### src/rtl/answer_ctrl.sv
// Round sequencer for the factorization answer-entry path: owns the three answer digits,
// turns button pulses into edits/selection/submission and tracks wrong attempts.
//
// state   | meaning
// S_IDLE  | after reset, waiting for the first start
// S_ENTRY | digits editable, submit accepted when any digit is nonzero
// S_CHECK | digits frozen, waiting out the checker latency before sampling the result
// S_WIN   | correct answer seen, held until the next start
// S_LOCK  | out of attempts, held until the next start
module answer_ctrl #(
  parameter int DIGIT_MAX   = 9,
  parameter int MAX_TRIES   = 3,
  parameter int RESULT_WAIT = 2
) (
  input  logic       i_clk,
  input  logic       i_rst_n,
  input  logic       i_start,
  input  logic       i_btn_up,
  input  logic       i_btn_down,
  input  logic       i_btn_next,
  input  logic       i_btn_submit,
  input  logic [1:0] i_result,
  output logic [3:0] o_count1,
  output logic [3:0] o_count2,
  output logic [3:0] o_count3,
  output logic [1:0] o_sel,
  output logic [1:0] o_tries,
  output logic       o_busy,
  output logic       o_wrong,
  output logic       o_win,
  output logic       o_locked
);

  typedef enum logic [2:0] {
    S_IDLE  = 3'd0,
    S_ENTRY = 3'd1,
    S_CHECK = 3'd2,
    S_WIN   = 3'd3,
    S_LOCK  = 3'd4
  } state_t;

  localparam int              CW        = $clog2(RESULT_WAIT);
  localparam logic [3:0]      DMAX      = 4'(DIGIT_MAX);
  localparam logic [2:0]      TMAX      = 3'(MAX_TRIES);
  localparam logic [CW-1:0]   WAIT_LOAD = CW'(RESULT_WAIT - 1);

  state_t        r_state;
  state_t        w_state_nxt;
  logic [3:0]    r_count1;
  logic [3:0]    r_count2;
  logic [3:0]    r_count3;
  logic [1:0]    r_sel;
  logic [1:0]    r_tries;
  logic [CW-1:0] r_wait;
  logic          r_wrong;

  logic       w_in_entry;
  logic       w_any_digit;
  logic       w_submit_ok;
  logic       w_next;
  logic       w_edit;
  logic       w_sample;
  logic       w_correct;
  logic       w_last_try;
  logic [3:0] w_cur;
  logic [3:0] w_cur_inc;
  logic [3:0] w_cur_dec;
  logic [3:0] w_edit_val;
  logic [1:0] w_sel_nxt;

  // Action decode in ENTRY; a submit pulse claims the cycle even when it is ignored.
  assign w_in_entry  = (r_state == S_ENTRY);
  assign w_any_digit = (r_count1 != 4'd0) || (r_count2 != 4'd0) || (r_count3 != 4'd0);
  assign w_submit_ok = w_in_entry && i_btn_submit && w_any_digit;
  assign w_next      = w_in_entry && !i_btn_submit && i_btn_next;
  assign w_edit      = w_in_entry && !i_btn_submit && !i_btn_next && (i_btn_up || i_btn_down);
  assign w_sample    = (r_state == S_CHECK) && (r_wait == '0);
  assign w_correct   = (i_result == 2'b11);
  assign w_last_try  = (({1'b0, r_tries} + 3'd1) == TMAX);

  always_comb begin
    w_cur = r_count1;
    case (r_sel)
      2'd1:    w_cur = r_count2;
      2'd2:    w_cur = r_count3;
      default: w_cur = r_count1;
    endcase
  end

  assign w_cur_inc  = (w_cur == DMAX) ? 4'd0 : w_cur + 4'd1;
  assign w_cur_dec  = (w_cur == 4'd0) ? DMAX : w_cur - 4'd1;
  assign w_edit_val = i_btn_up ? w_cur_inc : w_cur_dec;
  assign w_sel_nxt  = (r_sel == 2'd2) ? 2'd0 : r_sel + 2'd1;

  always_ff @(posedge i_clk or negedge i_rst_n) begin
    if (!i_rst_n) begin
      r_state <= S_IDLE;
    end else begin
      r_state <= w_state_nxt;
    end
  end

  always_comb begin
    w_state_nxt = r_state;
    if (i_start) begin
      w_state_nxt = S_ENTRY;
    end else begin
      case (r_state)
        S_IDLE:  w_state_nxt = S_IDLE;
        S_ENTRY: if (w_submit_ok) w_state_nxt = S_CHECK;
        S_CHECK: begin
          if (w_sample) begin
            if (w_correct)       w_state_nxt = S_WIN;
            else if (w_last_try) w_state_nxt = S_LOCK;
            else                 w_state_nxt = S_ENTRY;
          end
        end
        S_WIN:   w_state_nxt = S_WIN;
        S_LOCK:  w_state_nxt = S_LOCK;
        default: w_state_nxt = S_IDLE;
      endcase
    end
  end

  always_ff @(posedge i_clk or negedge i_rst_n) begin
    if (!i_rst_n) begin
      r_count1 <= 4'd0;
      r_count2 <= 4'd0;
      r_count3 <= 4'd0;
      r_sel    <= 2'd0;
      r_tries  <= 2'd0;
      r_wait   <= '0;
      r_wrong  <= 1'b0;
    end else begin
      r_wrong <= 1'b0;
      if (i_start) begin
        // Clearing the wait counter also drops any result still in flight.
        r_count1 <= 4'd0;
        r_count2 <= 4'd0;
        r_count3 <= 4'd0;
        r_sel    <= 2'd0;
        r_tries  <= 2'd0;
        r_wait   <= '0;
      end else begin
        if (w_edit) begin
          case (r_sel)
            2'd1:    r_count2 <= w_edit_val;
            2'd2:    r_count3 <= w_edit_val;
            default: r_count1 <= w_edit_val;
          endcase
        end
        if (w_next) r_sel <= w_sel_nxt;
        if (w_submit_ok) begin
          r_wait <= WAIT_LOAD;
        end else if ((r_state == S_CHECK) && (r_wait != '0)) begin
          r_wait <= r_wait - CW'(1);
        end
        if (w_sample && !w_correct) begin
          r_tries <= r_tries + 2'd1;
          r_wrong <= 1'b1;
        end
      end
    end
  end

  always_comb begin
    o_count1 = r_count1;
    o_count2 = r_count2;
    o_count3 = r_count3;
    o_sel    = r_sel;
    o_tries  = r_tries;
    o_wrong  = r_wrong;
    o_busy   = (r_state == S_CHECK);
    o_win    = (r_state == S_WIN);
    o_locked = (r_state == S_LOCK);
  end

endmodule

### config.mk
export PLATFORM = sky130hd
export DESIGN_NAME = answer_ctrl
export DESIGN_NICKNAME = d
export VERILOG_FILES = /design/src/rtl/answer_ctrl.sv
export SDC_FILE = /design/constraint.sdc
export NUM_CORES = 1
export LEC_CHECK = 0
export BUFFER_PORTS_ARGS = -buffer_cell sky130_fd_sc_hd__buf_2
export CORE_MARGIN = 2
export CORE_UTILIZATION = 48
export DETAILED_ROUTE_END_ITERATION = 10
export PLACE_DENSITY = 0.76
export RECOVER_POWER = 50
export SYNTH_ARGS = -nofsm -noshare
export SYNTH_HDL_FRONTEND = slang
export SYNTH_SLANG_ARGS = --single-unit
### constraint.sdc
create_clock -name i_clk -period 2 [get_ports i_clk]
set_input_delay 0.1 -clock i_clk [delete_from_list [all_inputs] [get_ports i_clk]]
set_output_delay 0.1 -clock i_clk [all_outputs]
set_load 0.02 [all_outputs]
==> flow_metrics.tcl <==
set metrics [dict create \
    status "complete, but fails checks" \
    violations "negative setup slack" \
    max-cap-violations 0 \
    syn_nets 159 \
    fin_crit_sh 1.037 \
    critPathLaunchType "register" \
    cts_tree "yes" \
    p_sw_frac 0.4034 \
    grt_pass1_vias 1388 \
    fin_setup_tns_ps -429.8 \
    grt_overflow_total 0 \
    whs_ps 168.1 \
    area_growth_syn_to_layout_pct 40.56 \
    drive_above_1_share 0.4278 \
    pwr-share-clk 0.153 \
    die_w_um 57.06 \
    hold_path_depth 4 \
    synth-compound-area-share 0.2287 \
    power_switching_uw 585.5 \
    cp_common_cell "buf_6" \
    syn_area_sq_um 1351 \
    rows 19 \
    grt_max_degree 29 \
    multi_input_area_sq_um 949.7 \
    period_needed_ps 2074 \
    via_per_inst 6.400 \
    rsz0062_at_grt "yes" \
    synth-async-reset-ratio 1.000 \
    h-tree-depth 1 \
    die-area_sq_um 3256 \
    dieHeight_um 57.06 \
    crit_required_ps 2190 \
    cp_cell_sequence "buf_6 > ha_4 > a22o_4 > mux2_4 > buf_6 > and4_4 > o211ai_1 > o311ai_2" \
    clk_latency_ps 330 \
    fill_cells 205 \
    p_leak_nw 0.8427 \
    power_density_nw_per_um2 764.1 \
    timing.fmax_ghz 0.4821 \
    cts.clk_slew.worst_paths_ps 130 \
    pin_count 29 \
    finClkSkew_ps 13.21 \
    track_usage 0.2720 \
    cpMaxStageDelayCell "dfrtp_2" \
    synth_mux_area_frac 0.03796 \
    yosys.area_share.xor_xnor 0.01944 \
    port_buffers 28 \
    antenna_cells 0 \
    cp-end-kind "register" \
    antenna_found_initial 0 \
    drcViolationCount 0 \
    ys.flop_type "dfrtp_1" \
    place_inst 208 \
    wire_per_inst_um 19.64 \
    fin_cells 225 \
    critical_path_class "reg -> reg" \
    setup_ws_ps -74.25 \
    clock_sinks 21 \
    coreArea_sq_um 2710 \
    arrival_ps 2260 \
    vdd_drop_max_uv 631.7 \
    slowest_delay_ps 440 \
    seq_power_share 0.344 \
    detailed_place_hpwl_um 2588 \
    maxSlewHeadroom 0.2183 \
    yosysSeqAreaShare 0.3889 \
    drt-initial-drc-count 105 \
    drt_pre_antenna_iters 4 \
    reg2reg_depth 8 \
    dp_slack_ps -120.7 \
    nets 208 \
    slew_violations 0 \
    synth.distinct_cells 45 \
    globalplace.congestion 0.9798 \
    min_path_type "in -> reg" \
    synth_top_family_by_area "simple AND/OR/NAND/NOR gates" \
    cts_buffers 3 \
    regArea_sq_um 528.0 \
    start_util 0.4986 \
    critPathMaxFanout 6 \
    vias 1440 \
    worstMarginPinSlew_ps 1172 \
    synth_edf_count 0 \
    hold_viol_final 0 \
    grt_pass1_wl_um 6900 \
    clock_path_buffers 2 \
    synth_fa_ha_area_frac 0.03704 \
    pwr-share-comb 0.503 \
    synth_area_per_cell_sq_um 9.255 \
    drt_wl_total_um 4418 \
    yosys_warnings 0 \
    ant_nets 0 \
    intPower_uw 865.8 \
    cts_root_buf "clkbuf_4" \
    synth-seq-cells 21 \
    synth_simple_gate_area_frac 0.2454 \
    final-setup-viol-count 9 \
    syn_inst 146 \
]
## power by group through the flow
stage | clock [mW] | combinational (mW) | sequential [mW]
detailed placement | 0 | 0.524 | 0.499
global placement | 0 | 0.512 | 0.499
floorplan | 0 | 0.335 | 0.523
CTS | 0.216 | 0.613 | 0.494
finish | 0.221 | 0.730 | 0.499
global route | 0.233 | 0.775 | 0.506
## routing by layer
metal / global-route usage / share of wire
met1: 0.3527 / 0.40
met3: 0.02041 / 0.053
met5: 0 / 0
met2: 0.4713 / 0.53
met4: 0.1096 / 0.024
## sequential cells by signal (all words and copies together), names as in the netlist
name	cells
o_count3	4
o_wrong	1
o_tries	2
o_sel	2
r_state	3
o_count2	4
o_count1	4
r_wait	1
## worst max-delay path, delay by kind of cell (launching register included)
kind,cells,cell delay [ps]
compound gates,3,620
flops,1,440
simple gates,1,170
buf+inv,2,260
fa+ha+maj,1,180
mux,1,270
## path summary, 6_finish.rpt
check                       startpoint          end  slack (ps)
setup / recovery              o_sel[1]  o_count3[3]         -70
hold / removal             i_result[1]   r_state[2]         170
setup reg to reg              o_sel[1]  o_count3[3]         -70
hold reg to reg             o_tries[1]   o_tries[1]         560
max in group asynchronous      i_rst_n     o_sel[0]         720
min in group asynchronous      i_rst_n   r_state[2]         510
## metrics by stage
stage | cell area (sq um) | power, mW | utilization
after floorplan | 1384 | 0.8586 | -
after global placement | 1593 | 1.010 | 0.5877
after detailed placement | 1593 | 1.023 | 0.5877
after CTS | 1793 | 1.322 | 0.6616
after global routing | 1899 | 1.515 | 0.7008
final | 1899 | 1.451 | 0.7008
## placed cells by master (no fill, tap or decap), drive strengths merged, types with 2 or more instances in the layout
cell type / instances
o311ai: 3
mux2i: 4
o211ai: 3
dfrtp: 21
clkbuf: 10
xnor2: 3
or4: 3
and2: 3
nand3b: 6
a21o: 2
or2: 2
a31oi: 2
o21ai: 4
nand2: 9
inv: 8
nor4: 2
a211oi: 5
a311oi: 3
o41ai: 3
buf: 42
nor2: 20
ha: 4
a22oi: 2
nor3: 7
a21oi: 8
## what timing repair did
item	CTS	global route
hold endpoints to repair	21	0
pin swaps	8	13
gates resized for setup	22	15
setup endpoints to repair	9	10
buffers inserted	9	4
hold buffers	1	0
## area by class of cell
type / count / area share
flip-flops and latches: 21 / 0.2780
well taps: 31 / 0.02042
clock buffers: 4 / 0.01383
repair buffers: 49 / 0.1706
multi-input cells: 112 / 0.5000
inverters: 8 / 0.01713
## cells by family after synthesis
| kind of cell | after synthesis |
|---|---|
| compound gates | 42 |
| xor+xnor | 3 |
| fa+ha+maj | 4 |
| buf+inv | 13 |
| flops | 21 |
| mux | 5 |
| simple gates | 58 |
## synth_stat cells, drive strengths merged, types with 2 or more instances
master | number | area, sq um
a211oi | 5 | 37.54
a21o | 2 | 15.01
a21oi | 8 | 40.04
a22oi | 2 | 15.01
a311oi | 3 | 26.28
a31oi | 2 | 18.77
and2 | 3 | 21.27
buf | 3 | 20.01
clkbuf | 2 | 7.510
dfrtp | 21 | 525.5
ha | 4 | 50.05
inv | 8 | 30.03
mux2i | 4 | 40.04
nand2 | 9 | 33.78
nand3b | 6 | 45.04
nor2 | 20 | 75.07
nor3 | 7 | 46.30
nor4 | 2 | 27.53
o211ai | 3 | 22.52
o21ai | 4 | 20.02
o311ai | 3 | 26.28
o41ai | 3 | 26.28
or2 | 2 | 12.51
or4 | 3 | 22.52
xnor2 | 3 | 26.28
No activity file was read; power rests on OpenSTA's default activity.
